===== src/rtl/turbo_interleaver.sv =====
// Ping-pong block interleaver for the turbo encoder: frames are written row-wise into
// one bank and replayed column-wise from the other, one bit per OUT_DIV clocks.
module turbo_interleaver #(
  parameter int ROWS    = 4,
  parameter int COLS    = 8,
  parameter int OUT_DIV = 2
) (
  input  logic clk,
  input  logic rst,
  input  logic din,
  input  logic din_valid,
  output logic din_ready,
  output logic dout,
  output logic dout_valid,
  output logic frame_start,
  output logic enc_en
);
  // state | meaning
  // IDLE  | waiting for a full bank to replay
  // READ  | presenting bit k for OUT_DIV cycles, k walking the columns
  // GAP   | one idle cycle so the encoder trellis returns to state 0
  typedef enum logic [1:0] {IDLE, READ, GAP} state_t;

  localparam int N  = ROWS * COLS;
  localparam int AW = $clog2(N);
  localparam int RB = $clog2(ROWS);
  localparam int HW = (OUT_DIV > 1) ? $clog2(OUT_DIV) : 1;

  state_t          state, state_nxt;
  logic [N-1:0]    mem [2];
  logic [AW-1:0]   w, k, raddr;
  logic [HW-1:0]   h;
  logic            wr_bank, rd_bank;
  logic [1:0]      full, full_nxt;
  logic            wr_acc, wr_last, hold_last, rd_last;

  assign din_ready = !full[wr_bank];
  assign wr_acc    = din_valid && din_ready;
  assign wr_last   = wr_acc && (w == AW'(N - 1));
  assign hold_last = (h == HW'(OUT_DIV - 1));
  // k = col*ROWS + row, so swapping the two fields yields row*COLS + col
  assign raddr     = {k[RB-1:0], k[AW-1:RB]};

  always_comb begin
    state_nxt = state;
    rd_last   = 1'b0;
    case (state)
      IDLE: if (full[rd_bank]) state_nxt = READ;
      READ: begin
        if (hold_last && (k == AW'(N - 1))) begin
          rd_last   = 1'b1;
          state_nxt = GAP;
        end
      end
      GAP:     state_nxt = full[rd_bank] ? READ : IDLE;
      default: state_nxt = IDLE;
    endcase
  end

  // write completion and read completion always hit different banks
  always_comb begin
    full_nxt = full;
    if (rd_last) full_nxt[rd_bank] = 1'b0;
    if (wr_last) full_nxt[wr_bank] = 1'b1;
  end

  always_ff @(posedge clk) begin
    if (rst) state <= IDLE;
    else     state <= state_nxt;
  end

  always_ff @(posedge clk) begin
    if (!rst && wr_acc) mem[wr_bank][w] <= din;
  end

  always_ff @(posedge clk) begin
    if (rst) begin
      w       <= '0;
      wr_bank <= 1'b0;
      full    <= 2'b00;
    end else begin
      full <= full_nxt;
      if (wr_acc) begin
        w <= wr_last ? '0 : w + 1'b1;
        if (wr_last) wr_bank <= ~wr_bank;
      end
    end
  end

  always_ff @(posedge clk) begin
    if (rst) begin
      k       <= '0;
      h       <= '0;
      rd_bank <= 1'b0;
    end else if (state == READ) begin
      if (hold_last) begin
        h <= '0;
        k <= rd_last ? '0 : k + 1'b1;
      end else begin
        h <= h + 1'b1;
      end
      if (rd_last) rd_bank <= ~rd_bank;
    end
  end

  // registered memory read: outputs trail the FSM by one cycle
  always_ff @(posedge clk) begin
    if (rst) begin
      dout        <= 1'b0;
      dout_valid  <= 1'b0;
      frame_start <= 1'b0;
      enc_en      <= 1'b0;
    end else begin
      dout_valid  <= (state == READ);
      enc_en      <= (state == READ);
      frame_start <= (state == READ) && (k == '0) && (h == '0);
      dout        <= (state == READ) ? mem[rd_bank][raddr] : 1'b0;
    end
  end
endmodule


===== config.mk =====
export PLATFORM = sky130hd
export DESIGN_NAME = turbo_interleaver
export DESIGN_NICKNAME = d
export VERILOG_FILES = /design/src/rtl/turbo_interleaver.sv
export SDC_FILE = /design/constraint.sdc
export NUM_CORES = 1
export LEC_CHECK = 0
export CORE_ASPECT_RATIO = 1.5
export CORE_MARGIN = 2
export CORE_UTILIZATION = 50
export DETAILED_ROUTE_END_ITERATION = 12
export PLACE_DENSITY = 0.66
export SETUP_SLACK_MARGIN = 0.02
export SKIP_LAST_GASP = 1
export SYNTH_ARGS = -nofsm -noshare
export SYNTH_HDL_FRONTEND = slang
export SYNTH_SLANG_ARGS = --single-unit

===== constraint.sdc =====
create_clock -name clk -period 5.5 [get_ports clk]
set_clock_uncertainty 0.05 [all_clocks]
set_input_delay 0.825 -clock clk [delete_from_list [all_inputs] [get_ports clk]]
set_output_delay 0.825 -clock clk [all_outputs]
set_load 0.01 [all_outputs]

==> results by group, run 1 <==
Clocking
  • Post-cts gate resize count: 0
  • Max Buffers Root-to-Sink: 2
  • Number of buffers inserted by post-CTS setup repair: 0
  • Clock transition time at the flip-flop clock pins of the worst setup and hold paths: 0.06 ns
  • Cell at the root of the clock tree: sky130_fd_sc_hd__clkbuf_16
  • Hold bufs inserted after CTS: 0
  • Clk Latency, worst-skew pair: 0.33 ns
  • Count of clock tree sinks: 85
  • CTS tree: done
  • H-tree level count: 3
  • Number of buffers created by CTS: 9

Logic synthesis
  • Distinct cells, synth: 44
  • Synthesized cell area: 3923 sq um
  • EDFF count, synth: 64
  • Sequential cell area fraction in the yosys report: 0.5971
  • Ys Warns: 0
  • Ys async rst share: 0
  • Net count after synthesis: 336
  • Cell count after synthesis: 324
  • Mean Syn Cell Area: 12.11 sq um
  • Post-synth top flop: sky130_fd_sc_hd__edfxtp_1
  • Seq cells post-synth: 85

Setup path
  • Critical path data arrival time: 1.76 ns
  • Critical path startpoint category: flip-flop
  • End of the worst register-to-register path: mem[0][9]$_DFFE_PP_
  • Required arrival time at the worst endpoint: 4.62 ns
  • Cell with the largest stage delay on the worst path: sky130_fd_sc_hd__clkdlybuf4s50_1
  • Reg2reg path depth: 5
  • CP peak stage delay: 0.58 ns
  • Worst flop-to-flop path startpoint: wr_bank$_SDFFE_PP0P_
  • Worst path cell trace: mux2i_1 > clkdlybuf4s50_1
  • Critical Path End Type: output pin
  • Worst Path Max Fanout: 12
  • Path type of the worst setup path: reg -> out
  • Register-to-Register Setup Slack: 3.22 ns

Power
  • Fraction of power spent switching nets: 0.1917
  • P_sw: 258.8 uW
  • Worst VDD drop: 0.0001821 V
  • Clock network power share: 0.464
  • Cell-internal power: 1.091 mW
  • Areal power density over the cells: 311.3 nW/um^2
  • Combinational cell fraction of total power: 0.023
  • Reported leakage power: 1.361 nW
  • Post-layout total power: 1.350 mW
  • Power share of the sequential group: 0.513

Hold path
  • Hold Crit Class: reg -> reg
  • Source of the worst hold timing path: full[1]$_SDFF_PP0_
  • Hold Path Cell Cnt: 2
  • Hold worst-path end: full[1]$_SDFF_PP0_

Global routing
  • Total gr overflow: 0
  • Number of antenna violations at the first check in global routing: 0
  • Maximum number of pins on one net before global-route repair: 65
  • Vias in the first global route: 2,400
  • Gr usage total: 0.1893
  • Wire length of the first global-routing pass: 12,210 um

Finish
  • Most common library cell in the layout ignoring fill and taps: sky130_fd_sc_hd__nor2_1
  • Ratio of cells with drive above 1 in the final layout: 0.07251
  • Area growth, synth to finish: 10.56%
  • Most used cells in the layout excluding fill and tap cells: 81 x sky130_fd_sc_hd__nor2_1, 64 x sky130_fd_sc_hd__edfxtp_1, 21 x sky130_fd_sc_hd__dfxtp_1
  • Fill cell total of the finished layout: 675
  • Diode insertion count for antenna repair: 0
  • NumNets Final: 338

Timing
  • Max-slew violation count: 0
  • Final cycle utilization of the critical path: 0.4783
  • Period minus WS final: 2.631 ns
  • Final hold vios: 0
  • Worst rel slew slack: 0.5268
  • Sum of negative setup slack: 0 ns
  • Transition at the pin with the smallest max-transition slack: 0.7088 ns
  • Max Clk Rate: 0.3801 GHz
  • Setup Viol. Count Final: 0
  • RSZ-0062 raised after global routing: no

Floorplanning
  • Number of rows in the core area: 39
  • Effective utilization at floorplan: 0.5153
  • Die footprint: 8584 sq um
  • Die Ht: 112.5 um
  • Area inside the core boundary: 7612 sq um
  • DIE WIDTH: 76.32 um
  • Count of boundary I/O pins: 9

Flow run
  • Number of violations of the max-capacitance limit: 0

Drt
  • DR vias: 2,445
  • Drt via density: 5.647
  • Total length of routed met2 wires: 3934 um
  • DRT antenna net count: 0
  • WL per Instance: 17.55 um
  • Met1 wire length: 3210 um
  • Detailed Route WL: 7598 um
  • Iteration count of the initial detailed-routing pass: 4
  • Highest layer used for signal routing: met4
  • Detailed Route Iter0 Violations: 235
  • Met3 wire len: 213 um
  • Number of design rule violations left after detail routing: 0

Outcome
  • Status: complete, no violations

Placement
  • Hpwl dp: 4950 um
  • Count of input and output buffers: 8
  • Gp weighted congestion: 0.7379
## how the worst max path moves through the flow
stage / startpoint / to / slack, ns / depth (start not counted)
floorplan: din_valid / mem[0][28]$_DFFE_PP_ / 3.57 / 4
global placement: din_valid / mem[0][10]$_DFFE_PP_ / 2.89 / 5
detailed placement: din_valid / mem[0][9]$_DFFE_PP_ / 2.82 / 5
CTS: wr_bank$_SDFFE_PP0P_ / din_ready / 2.85 / 2
global route: wr_bank$_SDFFE_PP0P_ / din_ready / 2.76 / 2
finish: wr_bank$_SDFFE_PP0P_ / din_ready / 2.87 / 2
## through the flow
step | hold WS, ns | worst slack [ns] | std cells | cell area (sq um) | util
floorplan | 0.4153 | 3.567 | 324 | 3923 | -
global placement | 0.4354 | 2.891 | 417 | 4030 | 0.5294
detailed placement | 0.4542 | 2.819 | 417 | 4030 | 0.5294
CTS | 0.4639 | 2.846 | 433 | 4337 | 0.5697
global route | 0.4897 | 2.758 | 433 | 4337 | 0.5697
finish | 0.4613 | 2.869 | 433 | 4337 | 0.5697
## synth_stat cells (all sizes together) (2+ instances only)
cell type	number	area [sq um]
nand3	12	60.06
nor2	81	304.0
a311oi	2	30.03
or4	2	15.01
nor3	5	25.02
edfxtp	64	1922
mux2i	14	140.1
nand2	15	56.30
a31oi	3	18.77
nand2b	5	31.28
nor3b	2	15.01
dfxtp	21	420.4
nor2b	3	18.77
a211oi	3	27.52
a21oi	14	70.07
nand4	3	18.77
buf	11	88.82
ha	8	100.1
clkbuf	9	33.78
and3	4	25.02
xnor2	2	17.52
o21ai	8	40.03
mux4	12	307.8
inv	8	30.03
## power groups by stage
stage | Clock [mW] | Sequential (mW) | Combinational, mW
floorplan | 0 | 0.706 | 0.0165
global placement | 0 | 0.706 | 0.0305
detailed placement | 0 | 0.706 | 0.0316
CTS | 0.640 | 0.693 | 0.0317
global route | 0.669 | 0.693 | 0.0351
finish | 0.626 | 0.693 | 0.0312
## state kept, by name, summed over array words and instances (netlist names), named ones only
register / count
enc_en: 1
full: 2
h: 1
w: 5
frame_start: 1
state: 2
wr_bank: 1
mem: 64
k: 5
rd_bank: 1
dout: 1
## layout make-up
cell class	count	area (sq um)	share of cell area
Multi-Input combinational cell	211	1428	0.3292
Inverter	8	30.03	0.006924
Timing Repair Buffer	11	102.6	0.02366
Sequential cell	85	2342	0.5401
Tap cell	102	127.6	0.02943
Clock inverter	6	77.57	0.01789
Clock buffer	10	229.0	0.05280
## cell families (layout without fill, tap and decap cells)
group	count (synthesis)	in the layout	synth area share
simple gates	138	138	0.1563
flops	85	85	0.5971
compound gates	36	36	0.06061
buf+inv	28	35	0.03891
mux	27	27	0.1171
fa+ha+maj	8	8	0.02552
xor+xnor	2	2	0.004467
## critical path, delay by kind of cell (launching register included)
kind	cells	cell delay [ns]
flops	1	0.54
mux	1	0.31
buf+inv	1	0.58
## per-layer routing
| metal | GRT usage | vias up |
|---|---|---|
| met5 | 0 | - |
| met4 | 0.1030 | 0 |
| met3 | 0.04823 | 20 |
| met2 | 0.3204 | 43 |
| met1 | 0.2200 | 1196 |
| li1 | - | 1186 |
No activity file was read; power rests on OpenSTA's default activity.
==> run 2, diff against run 1 <==
Clock period 5.5 ns to 2.65 ns, I/O delays scaled along.
==> results by group, run 2 (synthesis gave the netlist of run 1 again) <==
Outcome
  • Status: complete, no violations

Timing
  • Sum of negative setup slack: 0 ns
  • Final-layout worst hold slack: 0.4529 ns
  • Period minus WS final: 2.182 ns
  • Max Clk Rate: 0.4583 GHz
  • Worst rel slew slack: 0.6200
  • Max-slew violation count: 0
  • Transition at the pin with the smallest max-transition slack: 0.5692 ns
  • RSZ-0062 raised after global routing: no
  • Final cycle utilization of the critical path: 0.8234
  • Setup Viol. Count Final: 0
  • Final hold vios: 0

Hold path
  • Hold worst-path end: full[1]$_SDFF_PP0_
  • Hold Path Cell Cnt: 2
  • Source of the worst hold timing path: full[1]$_SDFF_PP0_
  • Hold Crit Class: reg -> reg

Finish
  • NumNets Final: 343
  • Flip-flop count of the largest register, all copies and words added: 64
  • Register name with the most flops: mem
  • Diode insertion count for antenna repair: 0
  • Most used cells in the layout excluding fill and tap cells: 81 x sky130_fd_sc_hd__nor2_1, 64 x sky130_fd_sc_hd__edfxtp_1, 21 x sky130_fd_sc_hd__dfxtp_1
  • Top Registers: mem x64, k x5, w x5
  • Finished Cell Area: 4363 sq um
  • Fill cell total of the finished layout: 661
  • Most common library cell in the layout ignoring fill and taps: sky130_fd_sc_hd__nor2_1
  • Area growth, synth to finish: 11.23%
  • Ratio of cells with drive above 1 in the final layout: 0.08929

Global routing
  • Total gr overflow: 0
  • Number of antenna violations at the first check in global routing: 0
  • Gr usage total: 0.1961
  • Vias in the first global route: 2,415
  • Wire length of the first global-routing pass: 12,490 um
  • Maximum number of pins on one net before global-route repair: 65

Clocking
  • Hold bufs inserted after CTS: 0
  • Number of buffers inserted by post-CTS setup repair: 0
  • Clk Latency, worst-skew pair: 0.33 ns
  • Post-cts gate resize count: 0
  • CTS tree: done
  • Number of buffers created by CTS: 9
  • Clock transition time at the flip-flop clock pins of the worst setup and hold paths: 0.06 ns
  • Count of clock tree sinks: 85
  • Max Buffers Root-to-Sink: 2
  • H-tree level count: 3
  • Cell at the root of the clock tree: sky130_fd_sc_hd__clkbuf_16

Setup path
  • Required arrival time at the worst endpoint: 2.20 ns
  • Path type of the worst setup path: reg -> out
  • Critical path startpoint category: flip-flop
  • End of the worst register-to-register path: mem[0][12]$_DFFE_PP_
  • Register-to-Register Setup Slack: 0.52 ns
  • Critical Path End Type: output pin
  • Critical path data arrival time: 1.73 ns
  • Worst Path Max Fanout: 12
  • Reg2reg path depth: 5
  • Worst flop-to-flop path startpoint: wr_bank$_SDFFE_PP0P_

Floorplanning
  • Effective utilization at floorplan: 0.5153
  • Count of boundary I/O pins: 9
  • Die footprint: 8584 sq um
  • Number of rows in the core area: 39
  • DIE WIDTH: 76.32 um
  • Area inside the core boundary: 7612 sq um
  • Die Ht: 112.5 um

Power
  • Worst VDD drop: 0.0003491 V
  • Reported leakage power: 1.382 nW
  • Areal power density over the cells: 618.7 nW/um^2

Placement
  • Hpwl dp: 5102 um
  • Gp weighted congestion: 0.7928
  • Count of input and output buffers: 8
  • Post-placement cell area: 4080 sq um

Drt
  • Drt via density: 5.621
  • DR vias: 2,462
  • WL per Instance: 17.29 um
  • Detailed Route Iter0 Violations: 162
  • Iteration count of the initial detailed-routing pass: 4
  • Detailed Route WL: 7571 um
  • DRT antenna net count: 0
  • Number of design rule violations left after detail routing: 0

Flow run
  • Number of violations of the max-capacitance limit: 0
==> run 2: cell type report <==
| cell class | count | area [sq um] | area share |
|---|---|---|---|
| clock buffers | 10 | 229.0 | 0.05248 |
| inverters | 8 | 30.03 | 0.006883 |
| multi-input cells | 211 | 1428 | 0.3272 |
| flip-flops and latches | 85 | 2342 | 0.5369 |
| repair buffers | 16 | 152.6 | 0.03499 |
| well taps | 102 | 127.6 | 0.02925 |
| clock inverters | 6 | 53.80 | 0.01233 |
==> run 2: worst max-delay path by stage <==
stage / startpoint / to / cells after the start
2_1_floorplan: k[3]$_SDFFE_PP0P_ / k[3]$_SDFFE_PP0P_ / 7
5_1_grt: wr_bank$_SDFFE_PP0P_ / mem[1][14]$_DFFE_PP_ / 5
3_3_place_gp: din_valid / mem[0][15]$_DFFE_PP_ / 5
3_5_place_dp: din_valid / mem[1][12]$_DFFE_PP_ / 5
4_1_cts: wr_bank$_SDFFE_PP0P_ / din_ready / 2
6_report: wr_bank$_SDFFE_PP0P_ / din_ready / 2
==> run 2: metal layers <==
| layer | GRT usage | up-vias | part of all wire |
|---|---|---|---|
| met3 | 0.04823 | 9 | 0.030 |
| met5 | 0 | - | 0 |
| met1 | 0.2209 | 1214 | 0.40 |
| li1 | - | 1195 | - |
| met4 | 0.09333 | 0 | 0.019 |
| met2 | 0.3475 | 44 | 0.55 |
==> run 2: worst max-delay path, cell delays in order (launching register included) <==
cell and delay, ns:
sky130_fd_sc_hd__dfxtp_1 0.52, sky130_fd_sc_hd__mux2i_1 0.30, sky130_fd_sc_hd__clkdlybuf4s50_1 0.58
==> run 2: power breakdown <==
part / switching, mW / total, mW / internal [mW]
registers: 0.00446 / 1.44 / 1.43
logic: 0.0485 / 0.0654 / 0.0169
clock network: 0.477 / 1.20 / 0.720
total: 0.530 / 2.70 / 2.17
==> run 2: stage by stage <==
stage / instances / setup slack (ns) / power [mW] / utilization
after global routing: 438 / 0.3320 / 2.789 / 0.5731
final: 438 / 0.4679 / 2.699 / 0.5731
after floorplan: 324 / 0.7536 / 1.499 / -
after global placement: 422 / 0.5374 / 1.530 / 0.5360
after CTS: 438 / 0.4696 / 2.728 / 0.5731
after detailed placement: 422 / 0.4947 / 1.532 / 0.5360
==> run 3, diff against run 2 <==
Settings changed: PLACE_DENSITY 0.66 to 0.69.
Clock period 2.65 ns to 1.86 ns, I/O delays scaled along.
==> results by group, run 3 (synthesis gave the netlist of run 1 again) <==
Outcome
  • Status: complete, but fails checks
  • Failing checks: setup timing

Setup path
  • Reg2reg path depth: 7
  • Worst Path Max Fanout: 10
  • Critical Path End Type: flip-flop
  • Critical path data arrival time: 2.13 ns
  • CP peak stage delay: 0.37 ns
  • End of the worst register-to-register path: dout$_SDFF_PP0_
  • Worst Path Buf+Inv: 2
  • Path type of the worst setup path: reg -> reg
  • Critical path startpoint category: flip-flop
  • Cell with the largest stage delay on the worst path: sky130_fd_sc_hd__a221oi_1
  • Worst path cell trace: buf_6 > buf_12 > mux2i_1 > and3_1 > a221oi_1 > a41oi_1 > a311oi_2
  • Register-to-Register Setup Slack: -0.07 ns
  • Cell class contributing the biggest share of worst-path delay: compound AO/OA/AOI/OAI gates
  • Required arrival time at the worst endpoint: 2.06 ns

Power
  • Post-layout total power: 4.005 mW
  • Cell-internal power: 3.237 mW
  • Power share of the sequential group: 0.511
  • Combinational cell fraction of total power: 0.028
  • Reported leakage power: 1.505 nW
  • Clock network power share: 0.462
  • P_sw: 768.2 uW
  • Areal power density over the cells: 869.0 nW/um^2
  • Worst VDD drop: 0.0005009 V
  • Fraction of power spent switching nets: 0.1918

Finish
  • Register name with the most flops: mem
  • Top Registers: mem x64, k x5, w x5
  • Most used cells in the layout excluding fill and tap cells: 80 x sky130_fd_sc_hd__nor2_1, 64 x sky130_fd_sc_hd__edfxtp_1, 28 x sky130_fd_sc_hd__buf_4
  • NumNets Final: 367
  • Flip-flop count of the largest register, all copies and words added: 64
  • Diode insertion count for antenna repair: 0
  • Most common library cell in the layout ignoring fill and taps: sky130_fd_sc_hd__nor2_1
  • Area growth, synth to finish: 17.48%
  • Fill cell total of the finished layout: 637
  • Ratio of cells with drive above 1 in the final layout: 0.1833
  • Finished Cell Area: 4608 sq um

Clocking
  • Count of clock tree sinks: 85
  • Number of buffers created by CTS: 9
  • CTS tree: done
  • Cell at the root of the clock tree: sky130_fd_sc_hd__clkbuf_16
  • Clock transition time at the flip-flop clock pins of the worst setup and hold paths: 0.06 ns
  • H-tree level count: 3
  • Max Buffers Root-to-Sink: 2
  • Clk Latency, worst-skew pair: 0.34 ns

Timing
  • Final-layout worst hold slack: 0.4627 ns
  • Worst rel slew slack: 0.6379
  • Period minus WS final: 1.932 ns
  • Final Worst Setup Slack: -0.07230 ns
  • Final hold vios: 0
  • Transition at the pin with the smallest max-transition slack: 0.5432 ns
  • Max Clk Rate: 0.5175 GHz
  • Max-slew violation count: 0
  • RSZ-0062 raised after global routing: yes
  • Final cycle utilization of the critical path: 1.039
  • Setup Viol. Count Final: 1

Hold path
  • Hold worst-path end: full[1]$_SDFF_PP0_
  • Hold Path Cell Cnt: 2
  • Hold Crit Class: reg -> reg
  • Source of the worst hold timing path: full[1]$_SDFF_PP0_

Placement
  • Hpwl dp: 5587 um
  • Worst slack at placement: -0.05268 ns
  • Count of input and output buffers: 8
  • Post-placement cell area: 4277 sq um
  • Gp weighted congestion: 0.7813

Global routing
  • Total gr overflow: 0
  • Wire length of the first global-routing pass: 13,170 um
  • Maximum number of pins on one net before global-route repair: 65
  • Number of antenna violations at the first check in global routing: 0
  • Vias in the first global route: 2,652
  • Gr usage total: 0.2057

Drt
  • Detailed Route Iter0 Violations: 143
  • DR vias: 2,591
  • Number of design rule violations left after detail routing: 0
  • Iteration count of the initial detailed-routing pass: 4
  • WL per Instance: 17.62 um
  • Detailed Route WL: 8142 um
  • DRT antenna net count: 0
  • Drt via density: 5.608

Floorplanning
  • Effective utilization at floorplan: 0.5153
  • Count of boundary I/O pins: 9
  • Area inside the core boundary: 7612 sq um
  • DIE WIDTH: 76.32 um
  • Die footprint: 8584 sq um
  • Die Ht: 112.5 um
  • Number of rows in the core area: 39

Flow run
  • Number of violations of the max-capacitance limit: 0
run 3: changes by cell type in the layout (fill, tap and decap cells not counted), moves of 2 or more:
cell | before | now
sky130_fd_sc_hd__mux4_1 | 10 | 7
sky130_fd_sc_hd__nand3_1 | 12 | 10
sky130_fd_sc_hd__clkinv_2 | 4 | 2
sky130_fd_sc_hd__buf_4 | 7 | 28
sky130_fd_sc_hd__nand3_2 | 0 | 2
sky130_fd_sc_hd__mux4_2 | 2 | 5
sky130_fd_sc_hd__dfxtp_2 | 0 | 2
sky130_fd_sc_hd__buf_6 | 0 | 2
sky130_fd_sc_hd__dfxtp_1 | 21 | 19
run 3: worst reg2reg max path, cell delays in order, from the launching register on:
cell and delay (ns):
sky130_fd_sc_hd__dfxtp_2 0.33, sky130_fd_sc_hd__buf_6 0.13, sky130_fd_sc_hd__buf_12 0.14, sky130_fd_sc_hd__mux2i_1 0.12, sky130_fd_sc_hd__and3_1 0.18, sky130_fd_sc_hd__a221oi_1 0.37, sky130_fd_sc_hd__a41oi_1 0.22, sky130_fd_sc_hd__a311oi_2 0.30
run 3: final cells by class:
class	instances	area, sq um	share of cell area
flip-flops and latches	85	2345	0.5088
well taps	102	127.6	0.02769
clock buffers	10	229.0	0.04969
clock inverters	6	77.57	0.01683
repair buffers	40	351.6	0.07630
multi-input cells	211	1448	0.3141
inverters	8	30.03	0.006516
run 3: power groups by stage:
stage          sequential (mW)  combinational, mW  clock [mW]
2_1_floorplan             2.09             0.0487           0
3_3_place_gp              2.08              0.103           0
3_5_place_dp              2.09              0.106           0
4_1_cts                   2.04              0.107        1.86
5_1_grt                   2.04              0.122        1.94
6_report                  2.05              0.111        1.85
run 3: how the worst max path moves through the flow:
stage / cells past startpoint / from / slack, ns / endpoint
floorplan: 7 / k[3]$_SDFFE_PP0P_ / 0.002 / k[3]$_SDFFE_PP0P_
global placement: 5 / flip-flop / -0.03 / dout$_SDFF_PP0_
detailed placement: 5 / flip-flop / -0.05 / dout$_SDFF_PP0_
CTS: 7 / flip-flop / -0.02 / dout$_SDFF_PP0_
global route: 7 / flip-flop / -0.09 / dout$_SDFF_PP0_
finish: 7 / flip-flop / -0.07 / dout$_SDFF_PP0_
run 3: through the flow:
step	setup TNS (ns)	utilization	cells
4_1_cts	-0.01975	0.6016	462
3_3_place_gp	-0.03066	0.5618	446
6_report	-0.07230	0.6054	462
3_5_place_dp	-0.1744	0.5618	446
5_1_grt	-0.08817	0.6054	462
2_1_floorplan	0	-	324
run 3: per-layer routing:
| metal | vias up | global-route usage | routed length [um] |
|---|---|---|---|
| li1 | 1235 | - | - |
| met1 | 1280 | 0.2302 | 3088 |
| met2 | 62 | 0.3752 | 4519 |
| met3 | 14 | 0.03376 | 284 |
| met4 | 0 | 0.1042 | 251 |
| met5 | - | 0 | 0 |
run 3: timing repair:
item | 4_1_cts | 5_1_grt
gates resized for setup | 7 | 9
endpoints found under the hold margin | 0 | 0
setup endpoints to repair | 2 | 49
buffers inserted | 0 | 0
hold buffers | 0 | 0
pin swaps | 2 | 0
==> patch: new RTL, settings of run 3 <==
Make the reset (`rst`) asynchronous in 4 clocked blocks.
--- a/src/rtl/turbo_interleaver.sv
+++ b/src/rtl/turbo_interleaver.sv
@@ -66,3 +66,3 @@
 
-  always_ff @(posedge clk) begin
+  always_ff @(posedge clk or posedge rst) begin
     if (rst) state <= IDLE;
@@ -75,3 +75,3 @@
 
-  always_ff @(posedge clk) begin
+  always_ff @(posedge clk or posedge rst) begin
     if (rst) begin
@@ -89,3 +89,3 @@
 
-  always_ff @(posedge clk) begin
+  always_ff @(posedge clk or posedge rst) begin
     if (rst) begin
@@ -106,3 +106,3 @@
   // registered memory read: outputs trail the FSM by one cycle
-  always_ff @(posedge clk) begin
+  always_ff @(posedge clk or posedge rst) begin
     if (rst) begin
Function: no difference found for any inputs over 10 cycles, from zero or initial values and one cycle with rst high; that may be too few to reach the edited logic, so the function may still have changed.
==> patch against run 3 <==
  * Final area shrank 3.3%
  * Global-route usage shrank 1.6 points
  * Sequential cell count shrank 1
  * Wire length shrank 14%
  * Setup slack gained 0.13 ns
  * Synthesized area shrank 2.1%
Power is not compared: it rests on default switching activity, and its combinational part moved more than twofold at a synthesized area within 25%.
==> patch: results (changes against run 3) <==
stage;metric;value;unit;change
routing;dr.pass1.iters;4;;unchanged
setup_path;arrival;1.96;ns;-0.17 ns
placed_design;place.gp.congestion;0.809;;+3.5%
routing;wl_per_cell;16.7;um;-5.4%
cells_and_area;fillers;609;;-4.4%
yosys;synth-seq-area-share;63.1;%;+3.4 points
clock_network;root_buffer;clkbuf_16;;
timing;setup_viol;0;;-1
placed_design;portBuffers;8;;unchanged
grt;track_usage;19.0;%;-1.6 points
clock_network;insertion_delay;0.33;ns;
setup_path;path_max_fanout;11;;+1
grt;grt_max_degree;65;;unchanged
setup_path;cpLargestDelayFamily;multiplexers;;
cells_and_area;final_nets;326;;-11%
power;vdd.ir_drop.worst;0.819;mV;
yosys;synthArstFlopShare;23.8;%;+24 points
setup_path;r2r-start;rd_bank$_DFFE_PP0P_;;
yosys;synth_ff_type;edfxtp_1;;
yosys;yosys-top-cells-area;edfxtp_1 (50%), dfrtp_1 (13%), nor2_1 (6.9%);;
worst_hold_path;hold_class;input port to asynchronous set/reset pin;;
yosys;synth-compound-area-share;5.15;%;-0.91 points
clock_network;h-tree-depth;3;;unchanged
cells_and_area;drive_above_1_share;15.4;%;-3.0 points
grt;grt_pass1_wl;11700;um;-11%
clock_network;path_clk_slew;0.06;ns;about the same
setup_path;max_stage_delay;0.50;ns;+0.13 ns
clock_network;cts_buffers;9;;unchanged
placed_design;post-place-ws;-0.108;ns;-0.0556 ns
setup_path;worstSetupPathType;flop to flop;;
yosys;ys_warn_count;0;;unchanged
yosys;synth_cell_types;43;;-2.3%
setup_path;slowest_stage;mux4_2;;
routing;first_iter_violations;176;;+23%
yosys;synth_mux_area_share;10.9;%;-0.79 points
outcome;run_status;complete, no violations;;
yosys;synth_edf_count;64;;unchanged
placed_design;dp_hpwl;4790;um;-14%
routing;final_antenna_net_count;0;;unchanged
clock_network;cts.path.max_buffers;2;;unchanged
routing;vias;2347;;-9.4%
power;p_leak;1.54;nW;
cells_and_area;top_regs;mem: 64 flops, k: 5 flops, w: 5 flops;;
clock_network;post_cts_buffers;0;;unchanged
yosys;netlist_top_cells_count;nor2_1 (71), edfxtp_1 (64), nand2_1 (21);;
yosys;synth-adder-area-share;2.61;%;+0.056 points
cells_and_area;antenna_cells;0;;unchanged
timing;worst_pin_slew;0.523;ns;-0.0200 ns
yosys;synthXorXnorAreaFrac;0.684;%;+0.24 points
routing;drc;0;;unchanged
grt;grt_antenna_before_repair;0;;unchanged
yosys;syn_nets;307;;-8.6%
-- patch: changes by cell type after synthesis, sizes merged, moves of 4 or more --
cell,change
nand3,-7
nand3b,+4
dfxtp,-21
mux2i,-7
o21ai,+5
nor2,-10
a21oi,-11
dfrtp,+20
nand2,+6
-- patch: worst paths after layout --
path / end / slack [ns] / cells after the start
worst min-delay path: w[4]$_DFFE_PP0P_ / 0.22 / 2
min in group clk: state[0]$_DFFE_PP0P_ / 0.42 / 1
worst max-delay path: dout$_DFF_PP0_ / 0.06 / 5
max in group asynchronous: k[2]$_DFFE_PP0P_ / 1.13 / 3
worst min register to register: state[0]$_DFFE_PP0P_ / 0.42 / 1
worst max register to register: dout$_DFF_PP0_ / 0.06 / 5
-- patch: cell type report --
class / instances / share of cell area, %
sequential: 84 / 54.4
multi-input combinational: 186 / 28.9
timing repair buffer: 24 / 5.98
clock buffer: 14 / 5.70
tap: 102 / 2.86
clock inverter: 2 / 1.35
inverter: 9 / 0.758
-- patch: through the flow --
step	hold slack [ns]	instance area (um^2)	total power, mW	util [%]	std cells
2_1_floorplan	0.193	3840	2.07	-	295
3_3_place_gp	0.400	4110	2.10	54.7	404
3_5_place_dp	0.417	4110	2.10	54.7	404
4_1_cts	0.223	4430	3.96	58.9	420
5_1_grt	0.233	4460	4.05	59.3	421
6_report	0.220	4460	3.94	59.3	421
-- patch: power by group --
part,total [mW],internal (mW),switching (mW)
Clock,1.88,1.21,0.661
Sequential,2.02,2.02,0
Combinational,0.0408,0.0130,0.0278
-- patch: timing repair --
action,4_1_cts,5_1_grt
gates resized for setup,3,2
endpoints found under the setup margin,2,2
cloned,0,1
pin swaps,0,0
-- patch: per-layer routing --
metal  global-route usage, %  routed length, um
met5                       0                  0
met4                    8.42                136
met3                    5.00                314
met2                    30.1               3860
met1                    24.0               2710
